### src/rtl/mem_port_arbiter.sv
// Shares one single-port backing memory between the fetch and data ports.
// Define ARB_RR_EN to alternate winners on simultaneous requests; default is data over fetch.
module mem_port_arbiter #(
  parameter int ADDR_W  = 32,
  parameter int DATA_W  = 32,
  parameter int TIMEOUT = 255
) (
  input  logic              clk_i,
  input  logic              rst_i,
  input  logic              if_req_i,
  input  logic [ADDR_W-1:0] if_addr_i,
  output logic              if_ack_o,
  output logic [DATA_W-1:0] if_rdata_o,
  input  logic              d_req_i,
  input  logic              d_we_i,
  input  logic [ADDR_W-1:0] d_addr_i,
  input  logic [DATA_W-1:0] d_wdata_i,
  output logic              d_ack_o,
  output logic [DATA_W-1:0] d_rdata_o,
  output logic              m_req_o,
  output logic              m_we_o,
  output logic [ADDR_W-1:0] m_addr_o,
  output logic [DATA_W-1:0] m_wdata_o,
  input  logic              m_ack_i,
  input  logic [DATA_W-1:0] m_rdata_i,
  output logic              stall_o,
  output logic              err_o
);

  localparam int CNT_W = ($clog2(TIMEOUT + 1) > 8) ? $clog2(TIMEOUT + 1) : 8;
  localparam logic [CNT_W-1:0] TIMEOUT_C = CNT_W'(TIMEOUT);
  localparam logic [CNT_W-1:0] CNT_ONE   = CNT_W'(1);

  typedef enum logic [2:0] {
    IDLE,
    GNT_I,
    GNT_D,
    DONE_I,
    DONE_D
  } state_t;

  state_t            state_q, state_d;
  logic              m_req_q, m_req_d;
  logic              m_we_q, m_we_d;
  logic [ADDR_W-1:0] m_addr_q, m_addr_d;
  logic [DATA_W-1:0] m_wdata_q, m_wdata_d;
  logic              if_ack_q, if_ack_d;
  logic              d_ack_q, d_ack_d;
  logic [DATA_W-1:0] if_rdata_q, if_rdata_d;
  logic [DATA_W-1:0] d_rdata_q, d_rdata_d;
  logic              err_q, err_d;
  logic [CNT_W-1:0]  cnt_q, cnt_d;
  logic [CNT_W-1:0]  cnt_inc;
  logic              pick_data;
`ifdef ARB_RR_EN
  logic              last_data_q, last_data_d;
`endif

  // Winner selection; only consulted in IDLE.
  always_comb begin
`ifdef ARB_RR_EN
    if (d_req_i && if_req_i) begin
      pick_data = ~last_data_q;
    end else begin
      pick_data = d_req_i;
    end
`else
    pick_data = d_req_i;
`endif
  end

  always_comb begin
    state_d    = state_q;
    m_req_d    = m_req_q;
    m_we_d     = m_we_q;
    m_addr_d   = m_addr_q;
    m_wdata_d  = m_wdata_q;
    if_ack_d   = 1'b0;
    d_ack_d    = 1'b0;
    if_rdata_d = if_rdata_q;
    d_rdata_d  = d_rdata_q;
    err_d      = err_q;
    cnt_d      = cnt_q;
    cnt_inc    = (cnt_q < TIMEOUT_C) ? (cnt_q + CNT_ONE) : cnt_q;
`ifdef ARB_RR_EN
    last_data_d = last_data_q;
`endif

    case (state_q)
      IDLE: begin
        if (d_req_i || if_req_i) begin
          m_req_d = 1'b1;
          cnt_d   = '0;
`ifdef ARB_RR_EN
          last_data_d = pick_data;
`endif
          if (pick_data) begin
            state_d   = GNT_D;
            m_we_d    = d_we_i;
            m_addr_d  = d_addr_i;
            m_wdata_d = d_wdata_i;
          end else begin
            state_d   = GNT_I;
            m_we_d    = 1'b0;
            m_addr_d  = if_addr_i;
            m_wdata_d = '0;
          end
        end
      end

      GNT_I, GNT_D: begin
        if (m_ack_i) begin
          m_req_d = 1'b0;
          if (state_q == GNT_I) begin
            state_d    = DONE_I;
            if_ack_d   = 1'b1;
            if_rdata_d = m_rdata_i;
          end else begin
            state_d = DONE_D;
            d_ack_d = 1'b1;
            if (!m_we_q) begin
              d_rdata_d = m_rdata_i;
            end
          end
        end else begin
          // Saturating wait count; the transaction keeps waiting after the flag sets.
          cnt_d = cnt_inc;
          if (cnt_inc == TIMEOUT_C) begin
            err_d = 1'b1;
          end
        end
      end

      DONE_I, DONE_D: begin
        state_d = IDLE;
      end

      default: begin
        state_d = IDLE;
        m_req_d = 1'b0;
      end
    endcase
  end

  always_ff @(posedge clk_i or posedge rst_i) begin
    if (rst_i) begin
      state_q    <= IDLE;
      m_req_q    <= 1'b0;
      m_we_q     <= 1'b0;
      m_addr_q   <= '0;
      m_wdata_q  <= '0;
      if_ack_q   <= 1'b0;
      d_ack_q    <= 1'b0;
      if_rdata_q <= '0;
      d_rdata_q  <= '0;
      err_q      <= 1'b0;
      cnt_q      <= '0;
`ifdef ARB_RR_EN
      last_data_q <= 1'b0;
`endif
    end else begin
      state_q    <= state_d;
      m_req_q    <= m_req_d;
      m_we_q     <= m_we_d;
      m_addr_q   <= m_addr_d;
      m_wdata_q  <= m_wdata_d;
      if_ack_q   <= if_ack_d;
      d_ack_q    <= d_ack_d;
      if_rdata_q <= if_rdata_d;
      d_rdata_q  <= d_rdata_d;
      err_q      <= err_d;
      cnt_q      <= cnt_d;
`ifdef ARB_RR_EN
      last_data_q <= last_data_d;
`endif
    end
  end

  assign m_req_o    = m_req_q;
  assign m_we_o     = m_we_q;
  assign m_addr_o   = m_addr_q;
  assign m_wdata_o  = m_wdata_q;
  assign if_ack_o   = if_ack_q;
  assign d_ack_o    = d_ack_q;
  assign if_rdata_o = if_rdata_q;
  assign d_rdata_o  = d_rdata_q;
  assign err_o      = err_q;
  assign stall_o    = (if_req_i & ~if_ack_q) | (d_req_i & ~d_ack_q);

  // Only one port completes at a time, each ack is a single pulse, and memory is idle during it.
  a_ack_exclusive : assert property (@(posedge clk_i) disable iff (rst_i)
    !(if_ack_q && d_ack_q));
  a_if_ack_pulse  : assert property (@(posedge clk_i) disable iff (rst_i)
    if_ack_q |=> !if_ack_q);
  a_d_ack_pulse   : assert property (@(posedge clk_i) disable iff (rst_i)
    d_ack_q |=> !d_ack_q);
  a_no_req_in_ack : assert property (@(posedge clk_i) disable iff (rst_i)
    (if_ack_q || d_ack_q) |-> !m_req_q);

endmodule

### config.mk
export PLATFORM = sky130hd
export DESIGN_NAME = mem_port_arbiter
export DESIGN_NICKNAME = d
export VERILOG_FILES = /design/src/rtl/mem_port_arbiter.sv
export SDC_FILE = /design/constraint.sdc
export NUM_CORES = 1
export LEC_CHECK = 0
export CAP_MARGIN = 30
export CORE_MARGIN = 2
export CORE_UTILIZATION = 45
export CTS_BUF_LIST = sky130_fd_sc_hd__clkbuf_16
export CTS_CLUSTER_DIAMETER = 30
export DETAILED_ROUTE_END_ITERATION = 16
export PLACE_DENSITY = 0.95
export SLEW_MARGIN = 20
export SYNTH_ARGS = -nofsm -noshare
export SYNTH_HDL_FRONTEND = slang
export SYNTH_SLANG_ARGS = --single-unit
### constraint.sdc
create_clock -name clk_i -period 12 [get_ports clk_i]
set_input_delay 1.2 -clock clk_i [delete_from_list [all_inputs] [get_ports clk_i]]
set_output_delay 1.2 -clock clk_i [all_outputs]
set_load 0.02 [all_outputs]
After elaboration in Yosys (flattened, before gate mapping)
Index checks and enable logic that the tools add are counted.

storage, ports and cells
  flip-flop bits (word level) = 144
  bits of input ports = 134
  output and inout port bits = 134

cells by class
  add/subtract/negate cells = 1
  magnitude comparators = 1
  eq/ne operators = 8
  muxes and demuxes = 21
  bitwise gates (word level) = 9
  reductions and logical operators = 12

operators with widths
  cell                                                  number
  2-to-1 mux 32 bit                                     2
  2-to-1 mux 8 bit                                      3
  case mux 8 bit (2 select lines)                       1
  AND reduction 3 bit                                   4
  2-to-1 mux 1 bit                                      9
  2-to-1 mux 3 bit                                      3
  adder 8 x 1 -> 8 bit (second input constant)          1
  equality test 8 bit (second input constant)           1
  less-than comparator 8 bit (second input constant)    1
  equality test 3 x 2 -> 1 bit (second input constant)  2
  inequality test 2 bit (second input constant)         3
  NOT 1 bit                                             6
  case mux 3 bit (2 select lines)                       1
  AND reduction 2 bit                                   2
  AND reduction 4 bit                                   1
  OR reduction 2 bit                                    2
  equality test 3 x 1 -> 1 bit (second input constant)  1
  equality test 3 bit (second input constant)           1
  logical NOT 3 bit                                     1
  case mux 1 bit (3 select lines)                       1
  bitwise AND 1 bit                                     2
  2-to-1 mux 2 bit                                      1
  nonzero test 2 bit                                    1
  logical OR 1 bit                                      1
  OR 1 bit                                              1

Logic depth before layout (Yosys ltp)
Gate-level depths: netlist of run 1.

  depth after elaboration = 4
  gate-level depth with buffers = 7
  gate-level depth less buffers = 5

Worst setup path before layout of run 1
Ideal clock, no wire load.

  kind = input port to output port
  start point = in d_req_i
  end point = out stall_o
  arrival = 1.776 ns
  data required time = 10.800 ns
  slack = 9.024 ns
  stages = 3
  cell sequence = buf_2 -> inv_1 -> o22ai_1

between the ends
  cells in the longest elaborated chain, start to end = 2

ends and longest elaborated chain
  what                line  RTL
  start: declaration  14    input logic d_req_i,
  bitwise AND 1 bit   188   assign stall_o = (if_req_i & ~if_ack_q) | (d_req_i & ~d_ack_q);
  OR 1 bit            188
  end: declaration    26    output logic stall_o,

No other way between the ends.

Worst setup path in the final report of run 1
Same ends and word-level chain as after synthesis.

==> Flow_metrics.wiki, run 1 <==
{| class="wikitable"
! Metric !! Value
|-
| Number of distinct library cells after synthesis || 56
|-
| Final Hold Fails || 0
|-
| Area taken by flip-flops and latches || around 3600 sq um
|-
| Gr ovfl total || 0
|-
| Peak Freq || about 250 MHz
|-
| Via count of the first global-routing pass || 4966
|-
| Biggest fanout along the worst timing path || 34
|-
| Placer's final routability congestion estimate || 0.895
|-
| Worst Max-Slew Pin Slew || 0.776 ns
|-
| Total die area || ~14000 sq um
|-
| Final Setup Violations || 0
|-
| Placed wire-length estimate || about 12 mm
|-
| Required time of the worst setup path || 10.80 ns
|-
| Routed length per instance || between 15 and 20 microns
|-
| Share of total power consumed by net switching || 0.359
|-
| Cells on Worst Hold Path || 2
|-
| Post-synth top flop || sky130_fd_sc_hd__dfrtp_1
|-
| Number of enable flip-flop cells after synthesis || 0
|-
| DRC || 0
|-
| Sequential group share of total power || 0.332
|-
| Post-layout net count || about 840
|-
| Fin crit share || 0.329
|-
| Startpoint of the worst-slack reg-to-reg timing path || state_q[1]
|-
| Normalized max-slew margin || 0.483
|-
| Clock slew seen by the registers of the worst setup and hold paths || roughly 0.060 ns
|-
| Number of placed I/O pins || 268
|-
| Post-synthesis sequential element count || between 100 and 150
|-
| Number of max-cap violations || 0
|-
| Reg-to-reg setup timing slack || roughly 9.6 ns
|-
| Worst Min Path Start || m_addr_o[11]
|-
| Clock tree buffer depth || 2
|-
| Cell Pwr Density || ~270 nW/um^2
|-
| Part of the Yosys area used for sequential elements || 0.606
|-
| Count of cells resized by post-cts repair || 0
|-
| Placed Cells || 863
|-
| Warnings, synthesis || 0
|-
| Detailed-route via count || between 4000 and 5000
|-
| Overall track demand over capacity in global routing || 0.231
|-
| Netlist Area Pre-Place || between 5000 and 6000 sq um
|-
| Hold_buf cts || 0
|-
| Signed area change from the synthesized netlist to the final layout || 57.0%
|-
| Sinks on the clock net || 144
|-
| Number of cells on the worst reg-to-reg path || 5
|-
| CTS H-Tree Depth || 4
|-
| Iteration count of the initial detailed-routing pass || 4
|-
| Total CTS buffers || 17
|-
| Run status || finished clean
|-
| Worst Hold Endpoint || m_addr_o[11]
|-
| Power spent charging and discharging nets || 0.917 mW
|-
| R2R Path End || cnt_q[5]
|-
| Cell internal power dissipation || 1.64 mW
|-
| Maximum VDD drop || between 0.15 and 0.2 mV
|-
| Combinational group share of total power || 0.454
|-
| Layout cell share with drive strength beyond 1 || 0.159
|-
| Height of the chip || between 100 and 150 microns
|-
| Largest net degree at the start of global routing || 82
|-
| Ys async rst share || 1.00
|-
| Syn Inst Count || approximately 450
|-
| Startpoint types || primary input
|-
| Number of core rows || 42
|-
| Final period demand of the worst path || between 3 and 4 ns
|-
| Final max-slew violation count || 0
|-
| Clock latency on the worst-skew pair || ~0.42 ns
|-
| Maximum clock skew at final layout || 0.0115 ns
|-
| Die X-Extent || between 100 and 150 microns
|-
| Count of buffers added by post-CTS timing repair for setup || 0
|-
| Clock group share of total power || 0.214
|-
| TritonCTS clock tree || done
|-
| Average instance area after synthesis || roughly 13 sq um
|-
| Global-route wire length before repair || between 20 and 30 mm
|-
| Area of the core region || around 13000 sq um
|-
| Remaining antenna violation count after routing || 0
|-
| Port Buffers || 267
|-
| Root Buffer || sky130_fd_sc_hd__clkbuf_16
|-
| Effective utilization at floorplan || 0.455
|-
| Unrepaired setup endpoints after global routing || no
|-
| Type of the setup path with the least slack || primary input to primary output
|-
| Finished Layout Cells || 894
|-
| Nature of the critical path endpoint || primary output
|-
| Multi-input gate area in the final layout || roughly 2200 sq um
|-
| Antenna violations before repair || 0
|-
| Setup TNS || 0 ns
|-
| Number of vias per cell || 5.18
|-
| Static leakage power || roughly 4.0 nW
|-
| Total Wirelength || between 15 and 20 mm
|-
| Worst min path class || flip-flop to flip-flop
|-
| Data arrival time of the worst path || about 2.8 ns
|-
| Synthesized net count || between 500 and 600
|-
| DRC violation total after the first TritonRoute iteration || between 100 and 150
|-
| ANT cells || 0
|-
| Fill cell total of the finished layout || approximately 840
|}
[kinds of logic (layout without fill, tap and decap cells)]
family | count (synthesis) | after routing | synth area share
compound gates | 94 | 94 | 0.114
xor+xnor | 2 | 2 | 0.00421
fa+ha+maj | 1 | 1 | 0.00210
buf+inv | 37 | 310 | 0.0345
flops | 144 | 144 | 0.606
mux | 97 | 97 | 0.177
simple gates | 70 | 70 | 0.0627
[critical path: stages]
cell and delay (ns):
sky130_fd_sc_hd__buf_2 0.08, sky130_fd_sc_hd__buf_4 0.46, sky130_fd_sc_hd__inv_1 0.21, sky130_fd_sc_hd__o22ai_1 0.17, sky130_fd_sc_hd__clkdlybuf4s50_1 0.63
[how the worst max path moves through the flow]
stage / startpoint / endpoint / slack (ns) / depth (start not counted)
floorplan: rst_i / cnt_q[0] / 6.93 / 1
global placement: d_req_i / stall_o / 8.11 / 5
detailed placement: d_req_i / stall_o / 8.04 / 5
CTS: d_req_i / stall_o / 8.05 / 5
global route: d_req_i / stall_o / 7.98 / 5
finish: d_req_i / stall_o / 8.05 / 5
[metrics by stage]
step / setup slack (ns) / area (sq um) / hold WS (ns) / util / power (mW)
floorplan: 6.93 / 5950 / 0.525 / - / 1.45
global placement: 8.11 / 8720 / 0.464 / 0.667 / 1.97
detailed placement: 8.04 / 8720 / 0.473 / 0.667 / 2.02
CTS: 8.05 / 9340 / 0.486 / 0.714 / 2.58
global route: 7.98 / 9340 / 0.515 / 0.714 / 2.69
finish: 8.05 / 9340 / 0.480 / 0.714 / 2.56
[routing by layer]
layer	vias to the layer above	GRT usage	wire [microns]
li1	2143	-	-
met1	2222	0.247	5950
met2	231	0.412	8160
met3	36	0.0814	1340
met4	0	0.0952	434
met5	-	0	0
[sequential cells by signal (all words and copies together) (netlist names)]
register,count
cnt_q,8
d_ack_o,1
d_rdata_o,32
err_o,1
if_ack_o,1
if_rdata_o,32
m_addr_o,32
m_req_o,1
m_wdata_o,32
m_we_o,1
state_q,3
[power by group through the flow]
| stage | sequential [mW] | combinational (mW) | clock [mW] |
|---|---|---|---|
| 6_report | 0.850 | 1.16 | 0.546 |
| 5_1_grt | 0.878 | 1.23 | 0.580 |
| 4_1_cts | 0.851 | 1.17 | 0.559 |
| 3_5_place_dp | 0.853 | 1.17 | 0 |
| 3_3_place_gp | 0.836 | 1.13 | 0 |
| 2_1_floorplan | 1.08 | 0.365 | 0 |
[synth_stat cells, drive strengths merged, types with 4 or more instances]
cell / n / share of area
mux2i: 32 / 0.054
nand3: 7 / 0.0080
dfrtp: 144 / 0.61
buf: 28 / 0.029
nand2: 38 / 0.024
o21ai: 37 / 0.031
nor2: 4 / 0.0025
nor3: 4 / 0.0042
a22o: 33 / 0.049
mux2: 65 / 0.12
inv: 6 / 0.0038
[layout by cell type (no fill, tap or decap), types with 3 or more instances in the layout]
cell type                         netlist  final
sky130_fd_sc_hd__bufinv_16              0      4
sky130_fd_sc_hd__clkdlybuf4s50_1        0    266
sky130_fd_sc_hd__nand3_1                6      6
sky130_fd_sc_hd__inv_1                  6      6
sky130_fd_sc_hd__a22o_1                33     33
sky130_fd_sc_hd__nand2_1               37     36
sky130_fd_sc_hd__nor3_1                 3      3
sky130_fd_sc_hd__o211ai_1               3      3
sky130_fd_sc_hd__buf_4                  5      6
sky130_fd_sc_hd__mux2_1                 3      3
sky130_fd_sc_hd__inv_6                  0      3
sky130_fd_sc_hd__nor2_1                 4      4
sky130_fd_sc_hd__clkinvlp_4             0      3
sky130_fd_sc_hd__dfrtp_1              144    144
sky130_fd_sc_hd__o21ai_0               37     37
sky130_fd_sc_hd__clkbuf_16              0     17
sky130_fd_sc_hd__mux2i_1               32     32
sky130_fd_sc_hd__mux2_2                62     62
[area by class of cell]
cell class              count  share of cell area
clock inverters            14              0.0204
clock buffers              17              0.0456
repair buffers            273               0.290
well taps                 176              0.0236
multi-input cells         264               0.231
flip-flops and latches    144               0.386
inverters                   6             0.00295
(Power assumes the default switching activity.)
==> inputs of run 2 (changes only) <==
- CORE_UTILIZATION: 45 -> 38
- PLACE_DENSITY: 0.95 -> 0.88
- clock period: 12 -> 3.5 ns (I/O delays scaled with it)
==> run 2 against run 1 <==
Sequential share of layout area decreased by 0.11 points. Global-route usage decreased by 3.9 points. Register-to-register slack got worse by 8.3 ns. Wire length increased by 1.1%. Clock skew decreased by 0.0021 ns. Via count decreased by 1.1%. Sequential power increased to 3.4 times the previous value. Critical path type is now flip-flop to flip-flop. Largest cell class unchanged.
==> Flow_metrics.wiki, run 2 (synthesized netlist as in run 1, its figures left out) <==
{| class="wikitable"
! Metric !! Value
|-
| Iteration count of the initial detailed-routing pass || 4 (unchanged)
|-
| ANT cells || 0 (unchanged)
|-
| Number of placed I/O pins || 268 (unchanged)
|-
| Placer's final routability congestion estimate || 0.769 (was 0.895)
|-
| Largest net degree at the start of global routing || 103 (was 82)
|-
| Cells on Worst Hold Path || 3 (was 2)
|-
| Antenna violations before repair || 0 (unchanged)
|-
| Sinks on the clock net || 144 (unchanged)
|-
| Wire length on met1 || 6.14 mm (was 5.95 mm)
|-
| Final period demand of the worst path || about 2.2 ns
|-
| Routed length per instance || 17.3 microns (was 17.8 microns)
|-
| Clock tree buffer depth || 2 (unchanged)
|-
| Top routing layer in use || met4 (unchanged)
|-
| Signed area change from the synthesized netlist to the final layout || 57.4% (was 57.0%)
|-
| DRC || 0 (unchanged)
|-
| Count of buffers added by post-CTS timing repair for setup || 0 (unchanged)
|-
| Global-route wire length before repair || 24.8 mm (was 25.5 mm)
|-
| Number of core rows || 45 (was 42)
|-
| Startpoint types || flip-flop (was primary input)
|-
| Share of total power consumed by net switching || 0.366 (was 0.359)
|-
| Commonest non-fill, non-tap cell in the layout || sky130_fd_sc_hd__clkdlybuf4s50_1 (unchanged)
|-
| Number of vias per cell || 4.92 (was 5.18)
|-
| Share of the core filled with cells || 0.614 (was 0.714)
|-
| Maximum VDD drop || 0.551 mV (was 0.155 mV)
|-
| Layout cell share with drive strength beyond 1 || 0.157 (was 0.159)
|-
| Overall track demand over capacity in global routing || 0.192 (was 0.231)
|-
| Finished Cell Area || 9370 sq um (was 9340 sq um)
|-
| Total Wirelength || 16.1 mm (was 15.9 mm)
|-
| Via count of the first global-routing pass || 4971 (was 4966)
|-
| Height of the chip || 129 microns (was 119 microns)
|-
| Maximum clock skew at final layout || 0.00939 ns (was 0.0115 ns)
|-
| Smallest setup slack after layout || 1.30 ns (was 8.05 ns)
|-
| Total CTS buffers || 17 (unchanged)
|-
| Gr ovfl total || 0 (unchanged)
|-
| Placed wire-length estimate || 11.8 mm (was 11.6 mm)
|-
| DRC violation total after the first TritonRoute iteration || 146 (was 149)
|-
| Worst min path class || primary input to flip-flop (was flip-flop to flip-flop)
|-
| Post-layout net count || 841 (unchanged)
|-
| Effective utilization at floorplan || 0.390 (was 0.455)
|-
| Cell internal power dissipation || 5.47 mW (was 1.64 mW)
|-
| Placed standard-cell area || 8800 sq um (was 8720 sq um)
|-
| Power spent charging and discharging nets || 3.16 mW (was 0.917 mW)
|-
| Count of cells resized by post-cts repair || 0 (unchanged)
|-
| Normalized max-slew margin || 0.393 (was 0.483)
|-
| Setup TNS || 0 ns (unchanged)
|-
| Run status || finished clean (unchanged)
|-
| Port Buffers || 267 (unchanged)
|-
| Type of the setup path with the least slack || flip-flop to flip-flop (was primary input to primary output)
|-
| Routed wire length on met2 || 8.24 mm (was 8.16 mm)
|-
| Total die area || 16700 sq um (was 14200 sq um)
|-
| Unrepaired setup endpoints after global routing || no (unchanged)
|-
| Hold_buf cts || 0 (unchanged)
|-
| Final Setup Violations || 0 (unchanged)
|-
| TritonCTS clock tree || done (unchanged)
|-
| Pre-CTS WS || 1.22 ns (was 8.04 ns)
|-
| Detailed-route via count || 4579 (was 4632)
|-
| Clock slew seen by the registers of the worst setup and hold paths || 0.06 ns (about the same)
|-
| Peak Freq || approximately 450 MHz
|-
| Clock latency on the worst-skew pair || 0.42 ns (about the same)
|-
| Worst Max-Slew Pin Slew || 0.910 ns (was 0.776 ns)
|-
| Fin crit share || 0.628
|-
| Die X-Extent || 129 microns (was 119 microns)
|-
| Nature of the critical path endpoint || flip-flop (was primary output)
|-
| Sequential group share of total power || 0.337 (was 0.332)
|-
| Remaining antenna violation count after routing || 0 (unchanged)
|-
| Total power draw || 8.63 mW (was 2.56 mW)
|-
| Final Hold Fails || 0 (unchanged)
|-
| Biggest fanout along the worst timing path || 102 (was 34)
|-
| Data arrival time of the worst path || 2.50 ns (was 2.75 ns)
|-
| Cell Pwr Density || 921 nW/um^2 (was 274 nW/um^2)
|-
| Required time of the worst setup path || 3.80 ns (was 10.80 ns)
|-
| Number of cells on the worst reg-to-reg path || 4 (was 5)
|-
| Clock group share of total power || 0.200 (was 0.214)
|-
| Root Buffer || sky130_fd_sc_hd__clkbuf_16 (unchanged)
|-
| Area of the core region || 15300 sq um (was 13100 sq um)
|-
| CTS H-Tree Depth || 4 (unchanged)
|-
| Static leakage power || 4.00 nW (was 4.01 nW)
|-
| Number of max-cap violations || 0 (unchanged)
|-
| Most frequent cells in the layout || sky130_fd_sc_hd__clkdlybuf4s50_1, sky130_fd_sc_hd__dfrtp_1, sky130_fd_sc_hd__mux2_2, sky130_fd_sc_hd__o21ai_0, sky130_fd_sc_hd__nand2_1 (unchanged)
|-
| Final max-slew violation count || 0 (unchanged)
|-
| Amount of wire on met3 after detailed routing || 1.42 mm (was 1.34 mm)
|-
| Combinational group share of total power || 0.463 (was 0.454)
|}
-- run 2: final cells by class --
class	count	area, sq um
clock buffers	17	425
clock inverters	15	144
fillers	1160	5890
inverters	6	26.3
multi-input cells	264	2160
flip-flops and latches	144	3600
well taps	211	264
repair buffers	273	2740
-- run 2: critical path: stages, from the launching register on --
cell and delay (ns):
sky130_fd_sc_hd__dfrtp_1 0.51, sky130_fd_sc_hd__nor2_1 0.40, sky130_fd_sc_hd__nand2_4 0.57, sky130_fd_sc_hd__and2_1 0.38
sky130_fd_sc_hd__a32o_1 0.21
-- run 2: per-stage QoR --
step                std cells  hold slack (ns)
finish                    930            0.373
global route              930            0.387
CTS                       930            0.359
detailed placement        898            0.460
global placement          898            0.463
floorplan                 445            0.483
-- run 2: layer usage --
| layer | vias up | global-route usage |
|---|---|---|
| met5 | - | 0 |
| li1 | 2135 | - |
| met1 | 2207 | 0.206 |
| met2 | 213 | 0.346 |
| met4 | 0 | 0.0620 |
| met3 | 24 | 0.0751 |
-- run 2: power groups by stage --
stage	Sequential [mW]	Combinational, mW	Clock (mW)
after CTS	2.91	4.04	1.78
final	2.91	3.99	1.73
after global routing	3.01	4.23	1.85
after floorplan	3.71	1.25	0
after global placement	2.89	3.88	0
after detailed placement	2.92	4.03	0
-- run 2: path summary, 6_finish.rpt --
check,slack (ns),startpoint,endpoint
setup reg to reg,1.30,state_q[1],cnt_q[5]
hold / removal,0.37,d_req_i,state_q[1]
hold reg to reg,0.48,err_o,err_o
min in group asynchronous,0.43,rst_i,d_rdata_o[31]
max in group asynchronous,2.66,rst_i,cnt_q[0]
setup / recovery,1.30,state_q[1],cnt_q[5]
